<file path="src/rtl/lab22_parity_rx.sv">
// rtl/lab22_parity_rx.sv - serial receiver with XOR parity check for the lab parity link
// Optional macro LAB22_ODD_PARITY_EN selects odd parity (default is even parity).
module lab22_parity_rx #(
  parameter int DATA_W       = 8,
  parameter int CLKS_PER_BIT = 16
) (
  input  logic              clk,
  input  logic              rst_n,
  input  logic              rx,
  output logic [DATA_W-1:0] data,
  output logic              valid,
  output logic              parity_err,
  output logic              frame_err,
  output logic              busy
);

  localparam int CW = (CLKS_PER_BIT > 1) ? $clog2(CLKS_PER_BIT) : 1;
  localparam int IW = (DATA_W > 1) ? $clog2(DATA_W + 1) : 1;
  localparam logic [CW-1:0] BAUD_LAST = CW'(CLKS_PER_BIT - 1);
  localparam logic [CW-1:0] HALF_LAST = CW'(CLKS_PER_BIT / 2 - 1);
  localparam logic [IW-1:0] BIT_LAST  = IW'(DATA_W - 1);

`ifdef LAB22_ODD_PARITY_EN
  localparam logic EXP_PAR = 1'b1;
`else
  localparam logic EXP_PAR = 1'b0;
`endif

  typedef enum logic [2:0] {
    S_IDLE,
    S_START,
    S_DATA,
    S_PARITY,
    S_STOP
  } state_t;

  state_t            state_q;
  logic              rx_meta_q;
  logic              rx_s_q;
  logic [CW-1:0]     baud_q;
  logic [IW-1:0]     bit_idx_q;
  logic [DATA_W-1:0] shift_q;
  logic [DATA_W-1:0] shift_d;
  logic              xor_q;
  logic              pbit_q;
  logic [DATA_W-1:0] data_q;
  logic              valid_q;
  logic              parity_err_q;
  logic              frame_err_q;
  logic              busy_q;

  // Line is idle high, so the synchroniser resets to 1 to avoid a phantom start bit.
  always_ff @(posedge clk) begin
    if (!rst_n) begin
      rx_meta_q <= 1'b1;
      rx_s_q    <= 1'b1;
    end else begin
      rx_meta_q <= rx;
      rx_s_q    <= rx_meta_q;
    end
  end

  // LSB arrives first, so each new bit enters at the MSB and earlier bits move down.
  always_comb begin
    shift_d             = shift_q >> 1;
    shift_d[DATA_W-1]   = rx_s_q;
  end

  always_ff @(posedge clk) begin
    if (!rst_n) begin
      state_q      <= S_IDLE;
      baud_q       <= '0;
      bit_idx_q    <= '0;
      shift_q      <= '0;
      xor_q        <= 1'b0;
      pbit_q       <= 1'b0;
      data_q       <= '0;
      valid_q      <= 1'b0;
      parity_err_q <= 1'b0;
      frame_err_q  <= 1'b0;
      busy_q       <= 1'b0;
    end else begin
      valid_q <= 1'b0;
      case (state_q)
        S_IDLE: begin
          if (!rx_s_q) begin
            state_q <= S_START;
            baud_q  <= '0;
            busy_q  <= 1'b1;
          end
        end
        S_START: begin
          if (baud_q == HALF_LAST) begin
            baud_q <= '0;
            if (!rx_s_q) begin
              state_q   <= S_DATA;
              bit_idx_q <= '0;
              xor_q     <= 1'b0;
            end else begin
              state_q <= S_IDLE;
              busy_q  <= 1'b0;
            end
          end else begin
            baud_q <= baud_q + 1'b1;
          end
        end
        S_DATA: begin
          if (baud_q == BAUD_LAST) begin
            baud_q    <= '0;
            shift_q   <= shift_d;
            xor_q     <= xor_q ^ rx_s_q;
            bit_idx_q <= bit_idx_q + 1'b1;
            if (bit_idx_q == BIT_LAST) begin
              state_q <= S_PARITY;
            end
          end else begin
            baud_q <= baud_q + 1'b1;
          end
        end
        S_PARITY: begin
          if (baud_q == BAUD_LAST) begin
            baud_q  <= '0;
            pbit_q  <= rx_s_q;
            state_q <= S_STOP;
          end else begin
            baud_q <= baud_q + 1'b1;
          end
        end
        S_STOP: begin
          if (baud_q == BAUD_LAST) begin
            baud_q       <= '0;
            data_q       <= shift_q;
            parity_err_q <= (xor_q ^ pbit_q) != EXP_PAR;
            frame_err_q  <= ~rx_s_q;
            valid_q      <= 1'b1;
            busy_q       <= 1'b0;
            state_q      <= S_IDLE;
          end else begin
            baud_q <= baud_q + 1'b1;
          end
        end
        default: begin
          state_q <= S_IDLE;
          busy_q  <= 1'b0;
        end
      endcase
    end
  end

  assign data       = data_q;
  assign valid      = valid_q;
  assign parity_err = parity_err_q;
  assign frame_err  = frame_err_q;
  assign busy       = busy_q;

endmodule

</file>
<file path="config.mk">
export PLATFORM = sky130hd
export DESIGN_NAME = lab22_parity_rx
export DESIGN_NICKNAME = d
export VERILOG_FILES = /design/src/rtl/lab22_parity_rx.sv
export SDC_FILE = /design/constraint.sdc
export NUM_CORES = 1
export LEC_CHECK = 0
export ABC_AREA = 1
export CAP_MARGIN = 15
export CORE_AREA = 2 2 75 77
export CTS_BUF_LIST = sky130_fd_sc_hd__clkbuf_8 sky130_fd_sc_hd__clkbuf_16
export CTS_CLUSTER_DIAMETER = 60
export DETAILED_ROUTE_END_ITERATION = 6
export DIE_AREA = 0 0 77 79
export PLACE_DENSITY_LB_ADDON = 0.3
export SYNTH_ARGS = -nofsm -noshare
export SYNTH_HDL_FRONTEND = slang
export SYNTH_SLANG_ARGS = --single-unit
</file>
<file path="constraint.sdc">
create_clock -name clk -period 1.5 [get_ports clk]
set_input_delay 0.45 -clock clk [delete_from_list [all_inputs] [get_ports clk]]
set_output_delay 0.45 -clock clk [all_outputs]
set_load 0.03 [all_outputs]
</file>
==> results.toml <==
[status]
status = "complete, no violations"

[timing]
period_needed_ps = 1459
worst_slack_ps = 41.02
relSlewSlack_pct = 79.55
whs_ps = 430.5
finalSetupViolCount = 0
clock_skew_ps = 7.445
max_freq_ghz = 0.6854
maxSlewViolCount = 0
period_share_pct = 97.27
hold_viol = 0
worst_slew_pin_slew_ps = 307.9
tns_ps = 0

[floorplan]
dieHeight_um = 79
die-width_um = 77
core_um2 = 5338
start_util_pct = 29.72
die_area_um2 = 6083
io_pins = 15
num_rows = 27

[synthesis]
yosys_warnings = 0
ys_types = 24
netlist_area_um2 = 1587
ys_seq_area_share_pct = 44.16
synth_nets = 218
ys_seq_elements = 35
synthCells = 213
postSynthAreaPerCell_um2 = 7.448

[power]
p_total_w = 0.002651
p_leak_nw = 0.9452
power_density_nw_per_um2 = 1356
ir_worst_vdd_mv = 0.5753

[cts]
tritoncts = "yes"
ctsHoldBuffers = 0
htreeDepth = 2
clockBufferDepth = 2
cts_buffers = 5
path_clk_slew_ps = 70
clk_latency_ps = 290
root_buffer = "clkbuf_8"
cts_sinks = 35

[place]
place_hpwl_um = 2344
portBuffers = 14
dp_slack_ps = -59.38
gp_congestion = 0.7948

[worst_setup_path]
cpPeakStageDelay_ps = 390
crit_fanout = 2
setup.worst_path.end_class = "output pin"
rrSetupSlack_ps = 50
crit_chain = "dlygate4sd2_1"
critPathBufInv = 1
reg2reg_to = "state_q[1]"
critical_path_arrival_ps = 1010
worstReg2RegStart = "baud_q[1]"
path_delay_family = "buffers and inverters"
crit_path_top_delay_cell = "dlygate4sd2_1"
r2r.worst_path.cells = 10
crit_required_ps = 1050
critical_path_class = "reg2out"
cp-start-kind = "flop"
cp-startpoint = "data[0]"
cp_num_cells = 1
crit_end = "data[0]"

[detailed_routing]
drc = 0
detail-route-antenna-nets = 0
dr_total_vias = 1381
via_per_inst = 4.441
drt_wl_total_um = 3394
drt-pass1-iter-count = 4
drt_iter0_drc = 68
wl_per_cell_um = 10.91

[hold_path]
hold_class = "reg2reg"

[finish]
nNetsFinal = 243
fin_util_pct = 36.64
num_antenna_cells = 0
synthToLayoutAreaGrowth_pct = 23.27
drive_gt1_share_pct = 18.83
final_common_cell = "nor2_1"
most-common-layout-cells = "nor2_1, dfxtp_1, nand2_1, o21ai_0, inv_1"

[global_route]
grt-ovfl-total = 0
grt_pass1_vias = 1265
grt_use_total_pct = 12.33
antenna_found_initial = 0
grt_pass1_wl_um = 5892
grt_max_degree = 23

[run]
maxCapViolCount = 0
cells in the mapped netlist:
cell type / number / area share (%)
nor2_1: 45 / 11
dfxtp_1: 35 / 44
nand2_1: 28 / 6.6
o21ai_0: 23 / 7.3
inv_1: 17 / 4.0
a21oi_1: 14 / 4.4
nand3_1: 8 / 2.5
inv_2: 6 / 1.4
nand4_1: 5 / 2.0
nand2_2: 4 / 1.6
nor2_4: 4 / 2.8
xor2_1: 4 / 2.2
clkbuf_1: 3 / 0.71
nand3_2: 3 / 1.9
nor2_2: 3 / 1.2
ha_1: 2 / 1.6
or2_2: 2 / 0.79
buf_4: 1 / 0.47
inv_4: 1 / 0.39
nand2_4: 1 / 0.71
nand3b_1: 1 / 0.47
nor2_8: 1 / 1.3
o21ai_1: 1 / 0.32
xnor2_1: 1 / 0.55
state kept, by name, summed over array words and instances (netlist names):
signal and cells:
data 8, state_q 3, baud_q 4, valid 1
shift_q 8, xor_q 1, bit_idx_q 4, busy 1
frame_err 1, parity_err 1, rx_meta_q 1, pbit_q 1
rx_s_q 1
how the worst min path moves through the flow:
stage | end | start | slack (ps) | cells past startpoint
6_report | rx_s_q | rx_meta_q | 430 | 1
5_1_grt | rx_s_q | rx_meta_q | 440 | 1
4_1_cts | rx_s_q | rx_meta_q | 430 | 1
3_5_place_dp | rx_s_q | rx_meta_q | 400 | 1
3_3_place_gp | rx_s_q | rx_meta_q | 400 | 1
2_1_floorplan | rx_s_q | rx_meta_q | 390 | 1
kinds of logic (layout without fill, tap and decap cells):
family / after synthesis / count (layout) / synth area share (%)
xor gates and xnor gates: 5 / 5 / 2.760
DFF: 35 / 35 / 44.16
and+or+nand+nor: 105 / 105 / 32.49
AOI/OAI and AO/OA: 38 / 38 / 11.99
adders and majority gates: 2 / 2 / 1.577
buffers and inverters: 28 / 54 / 7.019
final cells by class:
class	instances	area, µm²
Sequential cell	35	703.2
Inverter	24	92.59
Clock inverter	3	16.27
Timing Repair Buffer	22	190.2
Tap cell	72	90.09
Clock buffer	5	68.82
Fill cell	599	3382
Multi-Input combinational cell	150	794.5
where the power goes:
group / switching [W] / total [W] / internal (W)
logic: 0.000571 / 0.000892 / 0.000321
clock network: 0.000370 / 0.000688 / 0.000318
registers: 0.0000740 / 0.00107 / 0.000997
per-stage QoR:
stage                     cell area (µm²)  instances
after detailed placement             1851        302
after CTS                            1921        310
after floorplan                      1587        213
final                                1956        311
after global placement               1851        302
after global routing                 1956        311
metal layers:
layer / part of all wire, % / track usage [%] / vias up
met2: 43 / 17.98 / 19
li1: - / - / 728
met5: 0 / 0 / -
met4: 2.4 / 6.607 / 0
met1: 50 / 16.54 / 625
met3: 3.7 / 3.409 / 9
timing repair:
| item | CTS | global route |
|---|---|---|
| endpoints found under the hold margin | 0 | 0 |
| pin swaps | 0 | 3 |
| cloned | 0 | 0 |
| buffers inserted | 0 | 1 |
| resized for setup | 12 | 16 |
| setup endpoints to repair | 12 | 28 |
Note: power is estimated with default switching activity, not from simulation.
